### src/rtl/wptr_full_ctrl.sv
// Write-domain pointer/flag controller for an async FIFO: binary/Gray write
// pointer, read-pointer synchroniser, registered full/almost-full/level/overflow.
module wptr_full_ctrl #(
   parameter int ASIZE       = 4,
   parameter int AFULL_LEVEL = 12,
   parameter int SYNC_STAGES = 2
) (
   input  logic             wclk,
   input  logic             wrst,
   input  logic             winc,
   input  logic [ASIZE:0]   rptr,
   input  logic             wovf_clr,
   output logic [ASIZE-1:0] waddr,
   output logic             wclken,
   output logic [ASIZE:0]   wptr,
   output logic             wfull,
   output logic             wafull,
   output logic [ASIZE:0]   wlevel,
   output logic             woverflow
);

   localparam logic [ASIZE:0] AFULL_L = (ASIZE+1)'(AFULL_LEVEL);

   logic [ASIZE:0] sync_q [SYNC_STAGES];
   logic [ASIZE:0] wq_rptr;
   logic [ASIZE:0] rbin;

   logic [ASIZE:0] wbin_q,  wbin_d;
   logic [ASIZE:0] wptr_q,  wptr_d;
   logic [ASIZE:0] level_q, level_d;
   logic           wfull_q, wfull_d;
   logic           wafull_q, wafull_d;
   logic           wovf_q,  wovf_d;
   logic           inc;

   assign wq_rptr = sync_q[SYNC_STAGES-1];

   // Bit i of a Gray-to-binary conversion is the XOR of all Gray bits at or above i.
   always_comb begin
      rbin = '0;
      for (int unsigned i = 0; i <= ASIZE; i++) begin
         rbin[i] = ^(wq_rptr >> i);
      end
   end

   always_comb begin
      inc      = winc & ~wfull_q;
      wbin_d   = wbin_q + (ASIZE+1)'(inc);
      wptr_d   = (wbin_d >> 1) ^ wbin_d;
      // Full when next write pointer is exactly one lap ahead of the read pointer.
      wfull_d  = (wptr_d == {~wq_rptr[ASIZE:ASIZE-1], wq_rptr[ASIZE-2:0]});
      level_d  = wbin_d - rbin;
      wafull_d = (level_d >= AFULL_L);
      wovf_d   = (winc & wfull_q) | (wovf_q & ~wovf_clr);
   end

   always_ff @(posedge wclk) begin
      if (wrst) begin
         for (int unsigned i = 0; i < SYNC_STAGES; i++) begin
            sync_q[i] <= '0;
         end
         wbin_q   <= '0;
         wptr_q   <= '0;
         level_q  <= '0;
         wfull_q  <= 1'b0;
         wafull_q <= 1'b0;
         wovf_q   <= 1'b0;
      end else begin
         sync_q[0] <= rptr;
         for (int unsigned i = 1; i < SYNC_STAGES; i++) begin
            sync_q[i] <= sync_q[i-1];
         end
         wbin_q   <= wbin_d;
         wptr_q   <= wptr_d;
         level_q  <= level_d;
         wfull_q  <= wfull_d;
         wafull_q <= wafull_d;
         wovf_q   <= wovf_d;
      end
   end

   assign waddr     = wbin_q[ASIZE-1:0];
   assign wclken    = winc & ~wfull_q;
   assign wptr      = wptr_q;
   assign wfull     = wfull_q;
   assign wafull    = wafull_q;
   assign wlevel    = level_q;
   assign woverflow = wovf_q;

endmodule

### config.mk
export PLATFORM = sky130hd
export DESIGN_NAME = wptr_full_ctrl
export DESIGN_NICKNAME = d
export VERILOG_FILES = /design/src/rtl/wptr_full_ctrl.sv
export SDC_FILE = /design/constraint.sdc
export NUM_CORES = 1
export LEC_CHECK = 0
export CAP_MARGIN = 10
export CORE_UTILIZATION = 43
export DETAILED_ROUTE_END_ITERATION = 7
export GPL_ROUTABILITY_DRIVEN = 0
export GPL_TIMING_DRIVEN = 0
export MAX_ROUTING_LAYER = met4
export PLACE_DENSITY = 0.75
export SYNTH_ARGS = -nofsm -noshare
export SYNTH_HDL_FRONTEND = slang
export SYNTH_SLANG_ARGS = --single-unit
### constraint.sdc
create_clock -name wclk -period 3.4 [get_ports wclk]
set_input_delay 1.02 -clock wclk [delete_from_list [all_inputs] [get_ports wclk]]
set_output_delay 1.02 -clock wclk [all_outputs]
set_load 0.05 [all_outputs]
-- Yosys cells after proc, flatten, opt, wreduce, memory -nomap -nowiden
Memory sizes are Yosys's and may differ from the RTL's.
Cells that the tools add are included.
- order comparisons: 1
- bitwise operators: 10
- $add $sub $neg: 2
- multiplexer cells: 5
- reduce and logical (&&, ||, !) cells: 5
- equality and inequality tests: 1
- operators with widths (cell ; count):
    $reduce_xor 5->1 ; 5
    $mux 5 ; 2
    $add 5x1->5 ; 1
    $eq 5x5->1 ; 1
    $ge 5x4->1 const B ; 1
    $sub 5x5->5 ; 1
    $xor 4x5->5 ; 1
    $and 1x1->1 ; 3
    $mux 1 ; 3
    $or 1x1->1 ; 3
    $not 1->1 ; 2
    $not 2->2 ; 1
- input bits: 9
- output and inout bits: 18
- flip-flop bits (word level): 18
- memory bits (writable): 10
- word-level logic and storage cells: 31
- memories: 1
- memory list (memory ; words ; width ; rd ports ; clocked after memory_dff ; wr ports ; RTL line ; RTL):
    sync_q ; 2 ; 5 ; 2 ; 0 ; 2 ; 24 ; logic [ASIZE:0] sync_q [SYNC_STAGES];

-- Logic depth before layout (Yosys ltp)
Gate-level depths: netlist of the first run.
- depth in word-level cells: 5
- mapped depth: 11
- mapped depth without buffers: 11

-- Worst setup path before layout of the first run
No wires, ideal clock.
- kind: input to register
- from: in winc
- to: reg wafull_q (netlist: wafull)
- library setup time: 0.134 ns
- arrival time: 3.835 ns
- buffers on the path: 0
- setup slack: -0.569 ns
- required time: 3.266 ns
- stages: 11
- cell sequence: nor2b_1 > ha_1 > nand3_1 > xor2_1 > inv_1 > ha_1 > nor2b_1 > a221oi_1 > o21ai_0 > a311oi_1 > o22ai_1
- word-level cells in the longest chain between the ends: 4
- RTL lines (item ; RTL line ; RTL):
    from (decl) ; 10 ; input logic winc,
    $and 1x1->1 ; 47 ; inc = winc & ~wfull_q;
    $add 5x1->5 ; 48 ; wbin_d = wbin_q + (ASIZE+1)'(inc);
    $sub 5x5->5 ; 52 ; level_d = wbin_d - rbin;
    $ge 5x4->1 ; 53 ; wafull_d = (level_d >= AFULL_L);
    to (signal assigned) ; 77 ; wafull_q <= wafull_d;
    to (decl) ; 32 ; logic wafull_q, wafull_d;
Every way passes these cells.
A chain may end at the register's enable or synchronous reset.

-- Worst setup path in the final report of the first run
- from: in winc
- to: out wclken
- word-level cells in the longest chain between the ends: 1
- RTL lines (item ; RTL line ; RTL):
    $and 1x1->1 ; 83 ; assign wclken = winc & ~wfull_q;
    to (decl) ; 14 ; output logic wclken,
Every way passes these cells.

==> impl_results.html, run 1 <==
<table>
<tr><th>Metric</th><th>Value</th></tr>
<tr><th colspan="2">Outcome</th></tr>
<tr><td>Result of the run</td><td>completed</td></tr>
<tr><th colspan="2">Critical path</th></tr>
<tr><td>Critical-path maximum fanout</td><td>2</td></tr>
<tr><td>Crit path kind</td><td>input pin to output pin</td></tr>
<tr><td>Crit path arrival time</td><td>2.20 ns</td></tr>
<tr><td>Dominant delay contributor by cell family on the critical path</td><td>buffers and inverters</td></tr>
<tr><td>Critical Path Start Type</td><td>input pin</td></tr>
<tr><td>Crit-path slowest cell</td><td>dlygate4sd2_1</td></tr>
<tr><td>Endpoint class of the critical path</td><td>output pin</td></tr>
<tr><td>Chain of cells forming the critical path</td><td>clkdlybuf4s50_1, nor2b_4, dlygate4sd2_1</td></tr>
<tr><td>Highest cell delay on the worst timing path</td><td>0.54 ns</td></tr>
<tr><td>Data required time of the critical path</td><td>2.38 ns</td></tr>
<tr><td>Count of buffer and inverter cells on the critical path</td><td>2</td></tr>
<tr><th colspan="2">Pwr</th></tr>
<tr><td>Power share of the combinational group</td><td>35.5%</td></tr>
<tr><td>Switching power</td><td>0.000260 W</td></tr>
<tr><td>Internal power component</td><td>0.000500 W</td></tr>
<tr><td>Total power density per cell area</td><td>477 nW/um2</td></tr>
<tr><td>Clock group share of total power</td><td>17.6%</td></tr>
<tr><td>Total chip power</td><td>0.000759 W</td></tr>
<tr><td>Sw Ratio</td><td>34.2%</td></tr>
<tr><td>Cell leakage power</td><td>0.624 nW</td></tr>
<tr><td>Seq pwr share</td><td>46.9%</td></tr>
<tr><td>IR drop worst, VDD</td><td>0.423 mV</td></tr>
<tr><th colspan="2">Global route</th></tr>
<tr><td>Antenna violations before repair</td><td>0</td></tr>
<tr><td>First-pass GRT wire length</td><td>3020 um</td></tr>
<tr><td>Total routing resource utilization after global routing</td><td>15.2%</td></tr>
<tr><td>Vias in the first global route</td><td>731</td></tr>
<tr><td>Maximum number of pins on one net before global-route repair</td><td>16</td></tr>
<tr><td>Global-route congestion overflow total</td><td>0</td></tr>
<tr><th colspan="2">Yosys</th></tr>
<tr><td>Largest cells by area after synthesis</td><td>dfxtp_1 (47%), nor2b_1 (8.6%), xnor2_1 (7.5%)</td></tr>
<tr><td>Fraction of the mapped netlist area in compound gates</td><td>6.35%</td></tr>
<tr><td>Sequential cell area fraction in the yosys report</td><td>46.5%</td></tr>
<tr><td>Share of the synthesized area in the top cell type</td><td>46.5%</td></tr>
<tr><td>Combinational family with the most area after synthesis</td><td>simple AND/OR/NAND/NOR gates</td></tr>
<tr><td>Post-synthesis share of cell area spent on full adders, half adders and majority gates</td><td>6.46%</td></tr>
<tr><td>Avg Cell Area, Syn</td><td>10.0 um2</td></tr>
<tr><td>Fraction of synthesized cell area in xor and xnor cells</td><td>15.5%</td></tr>
<tr><td>Synth Instances</td><td>116</td></tr>
<tr><td>Main flop type after synthesis</td><td>dfxtp_1</td></tr>
<tr><td>Netlist area before placement</td><td>1160 um2</td></tr>
<tr><td>Register bit count reported by yosys</td><td>27</td></tr>
<tr><td>Portion of netlist area occupied by mux cells</td><td>1.72%</td></tr>
<tr><td>Syn nets</td><td>131</td></tr>
<tr><td>Post-synth top area cell</td><td>dfxtp_1</td></tr>
<tr><td>Count of flip-flops with a built-in enable after synthesis</td><td>0</td></tr>
<tr><td>Share of flip-flops with an asynchronous set or reset after synthesis</td><td>0%</td></tr>
<tr><td>Yosys Warn Count</td><td>0</td></tr>
<tr><td>Synthesized-area fraction occupied by and/or/nand/nor cells</td><td>20.2%</td></tr>
<tr><td>Number of library cell types mapped by synthesis</td><td>27</td></tr>
<tr><th colspan="2">STA</th></tr>
<tr><td>Relative max-transition margin</td><td>66.9%</td></tr>
<tr><td>Count of final max-slew check failures</td><td>0</td></tr>
<tr><td>Final cycle utilization of the critical path</td><td>94.7%</td></tr>
<tr><td>Clock period minus final worst setup slack</td><td>3.22 ns</td></tr>
<tr><td>Transition time at the pin with the least slew margin</td><td>0.495 ns</td></tr>
<tr><td>Final-layout worst hold slack</td><td>0.454 ns</td></tr>
<tr><td>Final setup vio count</td><td>0</td></tr>
<tr><td>Total count of hold-check failures in the final report</td><td>0</td></tr>
<tr><td>Unrepaired setup endpoints after global routing</td><td>false</td></tr>
<tr><td>Fmax</td><td>311 MHz</td></tr>
<tr><td>Worst clock skew</td><td>0.00606 ns</td></tr>
<tr><th colspan="2">Die</th></tr>
<tr><td>Total die area</td><td>2910 um2</td></tr>
<tr><td>Row count</td><td>18</td></tr>
<tr><td>Die extent in x</td><td>54.0 um</td></tr>
<tr><td>Total core area</td><td>2520 um2</td></tr>
<tr><td>I/O pin count</td><td>27</td></tr>
<tr><td>Floorplan die height</td><td>54.0 um</td></tr>
<tr><td>Initial Utilization</td><td>46.1%</td></tr>
<tr><th colspan="2">Placed design</th></tr>
<tr><td>Number of buffers inserted by port buffering</td><td>25</td></tr>
<tr><td>Detailed Place HPWL</td><td>1480 um</td></tr>
<tr><td>Count of placed standard cells including taps</td><td>171</td></tr>
<tr><th colspan="2">Drt</th></tr>
<tr><td>Routed wire length</td><td>1950 um</td></tr>
<tr><td>Detailed-router iteration count before antenna repair</td><td>4</td></tr>
<tr><td># DRC</td><td>0</td></tr>
<tr><td>Via density per instance</td><td>4.73</td></tr>
<tr><td>Number of antenna-violating nets in the routed design</td><td>0</td></tr>
<tr><td>Routed via count</td><td>847</td></tr>
<tr><td>WL per Instance</td><td>10.9 um</td></tr>
<tr><td>Drt initial violations</td><td>3</td></tr>
<tr><th colspan="2">Clocking</th></tr>
<tr><td>Clock transition at the registers of the reported paths</td><td>0.13 ns</td></tr>
<tr><td>TritonCTS buffer count</td><td>3</td></tr>
<tr><td>Post-cts hold buffer count</td><td>0</td></tr>
<tr><td>Clock tree from TritonCTS</td><td>yes</td></tr>
<tr><td>Max H-tree Level</td><td>1</td></tr>
<tr><td>Number of buffers between clock root and the deepest sink</td><td>2</td></tr>
<tr><td>Clock latency on the worst-skew pair</td><td>0.32 ns</td></tr>
<tr><td>Clock root buffer</td><td>clkbuf_4</td></tr>
<tr><td>Sinks on Clock Net</td><td>27</td></tr>
<tr><th colspan="2">Finish</th></tr>
<tr><td>N_diodes</td><td>0</td></tr>
<tr><td>Net count, final</td><td>165</td></tr>
<tr><td>Area grow syn2layout</td><td>36.8%</td></tr>
<tr><td>Layout cells sized above 1</td><td>14.8%</td></tr>
<tr><td>Count of placed standard cells in the final layout, fillers left out</td><td>179</td></tr>
<tr><th colspan="2">Job</th></tr>
<tr><td>Max Cap Violations</td><td>0</td></tr>
<tr><th colspan="2">Min path</th></tr>
<tr><td>Type of the worst min-delay path</td><td>register to register</td></tr>
</table>
-- timing repair --
action | CTS | global route
setup endpoints to repair | 3 | 2
pin swaps | 1 | 2
gates resized for setup | 2 | 9
cloned | 0 | 0
buffers inserted | 1 | 3
-- cells by family after synthesis --
| group | Yosys count |
|---|---|
| buffers and inverters | 10 |
| multiplexers | 2 |
| XOR/XNOR | 18 |
| AO/OA/AOI/OAI | 9 |
| adder cells (fa/ha/maj) | 6 |
| flip-flops | 27 |
| AND/OR/NAND/NOR | 44 |
-- flip-flops by register name, summed over array words and instances (netlist names) --
signal and cells:
sync_q 10, wafull 1, wbin_q 5, wfull 1, wlevel 5, woverflow 1, wptr 4
-- metal layers --
metal	routed length, um	global-route usage, %	up-vias
met5	0	-	-
met4	30	6.41	0
li1	-	-	438
met2	986	26.7	22
met1	858	16.8	385
met3	72	2.54	2
-- metrics by stage --
| stage | setup TNS (ns) | setup WS, ns | util (%) | area [um2] |
|---|---|---|---|---|
| 3_5_place_dp | -1.23 | -0.523 | 58.6 | 1480 |
| 3_3_place_gp | -1.09 | -0.481 | 58.6 | 1480 |
| 4_1_cts | -0.0383 | -0.0383 | 60.4 | 1520 |
| 2_1_floorplan | 0 | 0.00914 | - | 1190 |
| 5_1_grt | 0 | 0.0469 | 63.0 | 1590 |
| 6_report | 0 | 0.182 | 63.0 | 1590 |
-- power groups by stage --
stage                     clock, W  combinational, W  sequential, W
after floorplan                  0          0.000110       0.000445
after global placement           0          0.000263       0.000362
after detailed placement         0          0.000265       0.000363
after CTS                 0.000142          0.000267       0.000356
after global routing      0.000152          0.000289       0.000359
final                     0.000133          0.000270       0.000356
-- cell usage in the layout, fill, tap and decap left out, types with 3 or more instances in the layout --
| cell type | netlist | final |
|---|---|---|
| a21oi_1 | 3 | 3 |
| buf_4 | 0 | 4 |
| clkbuf_4 | 0 | 3 |
| clkdlybuf4s50_1 | 0 | 24 |
| dfxtp_1 | 27 | 27 |
| ha_4 | 0 | 3 |
| inv_1 | 6 | 6 |
| nand2_1 | 4 | 4 |
| nor2_1 | 13 | 13 |
| nor2b_1 | 16 | 15 |
| xnor2_1 | 10 | 10 |
| xor2_1 | 5 | 4 |
-- cell type report --
| cell class | instances | area [um2] |
|---|---|---|
| Buffer | 4 | 16.3 |
| Timing Repair Buffer | 29 | 279 |
| Tap cell | 30 | 37.5 |
| Inverter | 6 | 22.5 |
| Fill cell | 217 | 932 |
| Clock inverter | 1 | 5.00 |
| Sequential cell | 27 | 541 |
| Multi-Input combinational cell | 79 | 667 |
| Clock buffer | 3 | 22.5 |
-- worst paths after layout --
path | startpoint | endpoint | slack [ns] | depth (start not counted)
worst min register to register | sync_q[0][2]$_SDFF_PP0_ | sync_q[0][7]$_SDFF_PP0_ | 0.45 | 1
worst max-delay path | winc | wclken | 0.18 | 3
worst max register to register | sync_q[0][9]$_SDFF_PP0_ | wafull$_SDFF_PP0_ | 0.91 | 11
worst min-delay path | sync_q[0][2]$_SDFF_PP0_ | sync_q[0][7]$_SDFF_PP0_ | 0.45 | 1
-- synth_stat cells, types with 2 or more instances --
cell type  count
nor2_1        13
xnor2_2        3
ha_1           6
nand3_1        3
inv_1          6
dfxtp_1       27
xnor2_1       10
nor2b_1       16
a21oi_1        3
clkbuf_1       3
xor2_1         5
mux2i_1        2
nand2_1        4
nand2b_1       2
Power figures use the tool's default switching activity.
==> run 2: changes to the inputs <==
- CORE_UTILIZATION: 43 -> 30
- CTS_BUF_LIST: default -> sky130_fd_sc_hd__clkbuf_8
- PLACE_DENSITY: 0.75 -> 0.56
- TNS_END_PERCENT: default -> 10
==> run 2 against run 1 <==
Compared with the run above:
- wire length increased by 12%
- die area grew 42%
- core utilization down 19 points
- fmax increased by 4.9%
- largest cell class unchanged
- largest power group unchanged
==> impl_results.html, run 2 (synthesis results as in run 1) <==
<table>
<tr><th>Metric</th><th>Value</th></tr>
<tr><th colspan="2">Die</th></tr>
<tr><td>Total core area</td><td>3690 um2 (+46%)</td></tr>
<tr><td>Die extent in x</td><td>64.2 um (+19%)</td></tr>
<tr><td>Row count</td><td>22 (+4)</td></tr>
<tr><td>I/O pin count</td><td>27 (unchanged)</td></tr>
<tr><td>Total die area</td><td>4130 um2 (+42%)</td></tr>
<tr><td>Floorplan die height</td><td>64.2 um (+19%)</td></tr>
<tr><td>Initial Utilization</td><td>31.5% (-15 points)</td></tr>
<tr><th colspan="2">Critical path</th></tr>
<tr><td>Critical Path Start Type</td><td>input pin</td></tr>
<tr><td>Data required time of the critical path</td><td>3.54 ns (+1.16 ns)</td></tr>
<tr><td>Setup slack on the worst flop-to-flop path</td><td>0.81 ns (-0.10 ns)</td></tr>
<tr><td>RR Endpoint</td><td>wafull$_SDFF_PP0_</td></tr>
<tr><td>Endpoint class of the critical path</td><td>register</td></tr>
<tr><td>Critical-path maximum fanout</td><td>6 (+4)</td></tr>
<tr><td>Logic depth of the worst register-to-register path</td><td>9 (-2)</td></tr>
<tr><td>Crit path kind</td><td>input pin to register</td></tr>
<tr><td>Launch instance of the worst register-to-register path</td><td>sync_q[0][9]$_SDFF_PP0_</td></tr>
<tr><td>Crit path arrival time</td><td>3.21 ns (+1.01 ns)</td></tr>
<tr><th colspan="2">STA</th></tr>
<tr><td>Count of final max-slew check failures</td><td>0 (unchanged)</td></tr>
<tr><td>Transition time at the pin with the least slew margin</td><td>0.497 ns (+0.00196 ns)</td></tr>
<tr><td>Unrepaired setup endpoints after global routing</td><td>false</td></tr>
<tr><td>Final setup vio count</td><td>0 (unchanged)</td></tr>
<tr><td>Clock period minus final worst setup slack</td><td>3.07 ns (-0.150 ns)</td></tr>
<tr><td>Relative max-transition margin</td><td>66.8% (-0.13 points)</td></tr>
<tr><td>Fmax</td><td>326 MHz (+4.9%)</td></tr>
<tr><td>Worst clock skew</td><td>0.00503 ns (-0.00103 ns)</td></tr>
<tr><td>Total count of hold-check failures in the final report</td><td>0 (unchanged)</td></tr>
<tr><td>Final cycle utilization of the critical path</td><td>90.2% (-4.4 points)</td></tr>
<tr><th colspan="2">Finish</th></tr>
<tr><td>Layout cells sized above 1</td><td>16.3% (+1.6 points)</td></tr>
<tr><td>Most common cell after layout, fill and taps aside</td><td>dfxtp_1</td></tr>
<tr><td>Net count, final</td><td>163 (-1.2%)</td></tr>
<tr><td>Final-layout fill cell count</td><td>358 (+65%)</td></tr>
<tr><td>Count of placed standard cells in the final layout, fillers left out</td><td>195 (+8.9%)</td></tr>
<tr><td>Utilization of the core after routing</td><td>44.3% (-19 points)</td></tr>
<tr><td>Area grow syn2layout</td><td>40.7%</td></tr>
<tr><td>Flip-flop count of the largest register, all copies and words added</td><td>10 (unchanged)</td></tr>
<tr><td>N_diodes</td><td>0 (unchanged)</td></tr>
<tr><td>Highest-count cells in the layout ignoring fill and taps</td><td>dfxtp_1 (27), clkdlybuf4s50_1 (23), nor2b_1 (14)</td></tr>
<tr><td>Top register by number of flip-flops</td><td>sync_q</td></tr>
<tr><th colspan="2">Min path</th></tr>
<tr><td>Worst hold path startpoint</td><td>sync_q[0][2]$_SDFF_PP0_</td></tr>
<tr><td>Endpoint of the worst hold-timing path</td><td>sync_q[0][7]$_SDFF_PP0_</td></tr>
<tr><td>Type of the worst min-delay path</td><td>register to register</td></tr>
<tr><td>Worst hold path depth</td><td>1 (unchanged)</td></tr>
<tr><th colspan="2">Clocking</th></tr>
<tr><td>Clock latency on the worst-skew pair</td><td>0.28 ns (-0.04 ns)</td></tr>
<tr><td>Max H-tree Level</td><td>1 (unchanged)</td></tr>
<tr><td>Clock tree from TritonCTS</td><td>yes</td></tr>
<tr><td>Sinks on Clock Net</td><td>27 (unchanged)</td></tr>
<tr><td>Number of buffers between clock root and the deepest sink</td><td>2 (unchanged)</td></tr>
<tr><td>TritonCTS buffer count</td><td>3 (unchanged)</td></tr>
<tr><td>Clock root buffer</td><td>clkbuf_8</td></tr>
<tr><td>Clock transition at the registers of the reported paths</td><td>0.09 ns (-0.04 ns)</td></tr>
<tr><td>Post-cts hold buffer count</td><td>0 (unchanged)</td></tr>
<tr><th colspan="2">Drt</th></tr>
<tr><td># DRC</td><td>0 (unchanged)</td></tr>
<tr><td>Drt initial violations</td><td>11 (+8)</td></tr>
<tr><td>WL per Instance</td><td>11.2 um (+3.1%)</td></tr>
<tr><td>Routed via count</td><td>857 (+1.2%)</td></tr>
<tr><td>Via density per instance</td><td>4.39 (-7.1%)</td></tr>
<tr><td>Number of antenna-violating nets in the routed design</td><td>0 (unchanged)</td></tr>
<tr><td>Routed wire length</td><td>2190 um (+12%)</td></tr>
<tr><td>Detailed-router iteration count before antenna repair</td><td>4 (unchanged)</td></tr>
<tr><th colspan="2">Global route</th></tr>
<tr><td>Maximum number of pins on one net before global-route repair</td><td>17 (+1)</td></tr>
<tr><td>Total routing resource utilization after global routing</td><td>12.5% (-2.8 points)</td></tr>
<tr><td>First-pass GRT wire length</td><td>3710 um (+23%)</td></tr>
<tr><td>Global-route congestion overflow total</td><td>0 (unchanged)</td></tr>
<tr><td>Antenna violations before repair</td><td>0 (unchanged)</td></tr>
<tr><td>Vias in the first global route</td><td>799 (+9.3%)</td></tr>
<tr><th colspan="2">Job</th></tr>
<tr><td>Max Cap Violations</td><td>0 (unchanged)</td></tr>
<tr><th colspan="2">Pwr</th></tr>
<tr><td>Total power density per cell area</td><td>503 nW/um2 (+5.3%)</td></tr>
<tr><td>IR drop worst, VDD</td><td>0.217 mV (-49%)</td></tr>
<tr><td>Cell leakage power</td><td>0.632 nW (+1.3%)</td></tr>
<tr><th colspan="2">Outcome</th></tr>
<tr><td>Result of the run</td><td>completed</td></tr>
<tr><th colspan="2">Placed design</th></tr>
<tr><td>Detailed Place HPWL</td><td>1540 um (+4.1%)</td></tr>
<tr><td>Count of placed standard cells including taps</td><td>189 (+11%)</td></tr>
<tr><td>Number of buffers inserted by port buffering</td><td>25 (unchanged)</td></tr>
</table>
run 2: area by class of cell:
class	instances	area, um2	share of cell area [%]
multi-input cells	79	681	41.6
flip-flops and latches	27	541	33.1
repair buffers	27	267	16.3
well taps	48	60.1	3.67
clock buffers	3	41.3	2.52
inverters	6	22.5	1.38
plain buffers	4	16.3	0.995
clock inverters	1	7.51	0.459
run 2: worst max path at each step:
| stage | startpoint | end | cells past startpoint |
|---|---|---|---|
| after floorplan | winc | wafull$_SDFF_PP0_ | 11 |
| after global placement | winc | wafull$_SDFF_PP0_ | 12 |
| after detailed placement | winc | wafull$_SDFF_PP0_ | 12 |
| after CTS | winc | wafull$_SDFF_PP0_ | 12 |
| after global routing | winc | wafull$_SDFF_PP0_ | 12 |
| final | winc | wafull$_SDFF_PP0_ | 12 |
run 2: metal layers:
layer	up-vias	share of wire [%]	track usage [%]
met3	7	3.9	2.32
met4	0	3.4	7.78
met2	23	46	19.2
met1	388	47	14.9
li1	439	-	-
met5	-	0	-
run 2: worst max-delay path, stage by stage:
cell,delay (ns)
dlymetal6s2s_1,0.14
nor2b_4,0.14
ha_4,0.17
ha_4,0.16
xnor2_2,0.19
inv_2,0.07
ha_4,0.26
nor2b_2,0.17
a221oi_2,0.32
o21ai_1,0.16
a311oi_2,0.30
o22ai_1,0.11
run 2: through the flow:
stage	TNS, ns	hold WS (ns)	area, um2	power (W)	setup WS (ns)
after CTS	0	0.445	1610	0.000827	0.00978
after global routing	0	0.469	1640	0.000866	0.269
after floorplan	0	0.414	1190	0.000555	0.00914
final	0	0.440	1640	0.000822	0.332
after detailed placement	-1.48	0.424	1500	0.000630	-0.605
after global placement	-1.20	0.418	1500	0.000627	-0.504
run 2: where the power goes:
part	switching, W	internal (W)
Combinational	0.000168	0.000115
Sequential	0.0000105	0.000345
Clock	0.000101	0.0000833
run 2: what timing repair did:
action                     CTS  global route
cloned                       0             0
setup endpoints to repair    3             3
resized for setup            8             8
pin swaps                    3             4
setup buffers                2             0
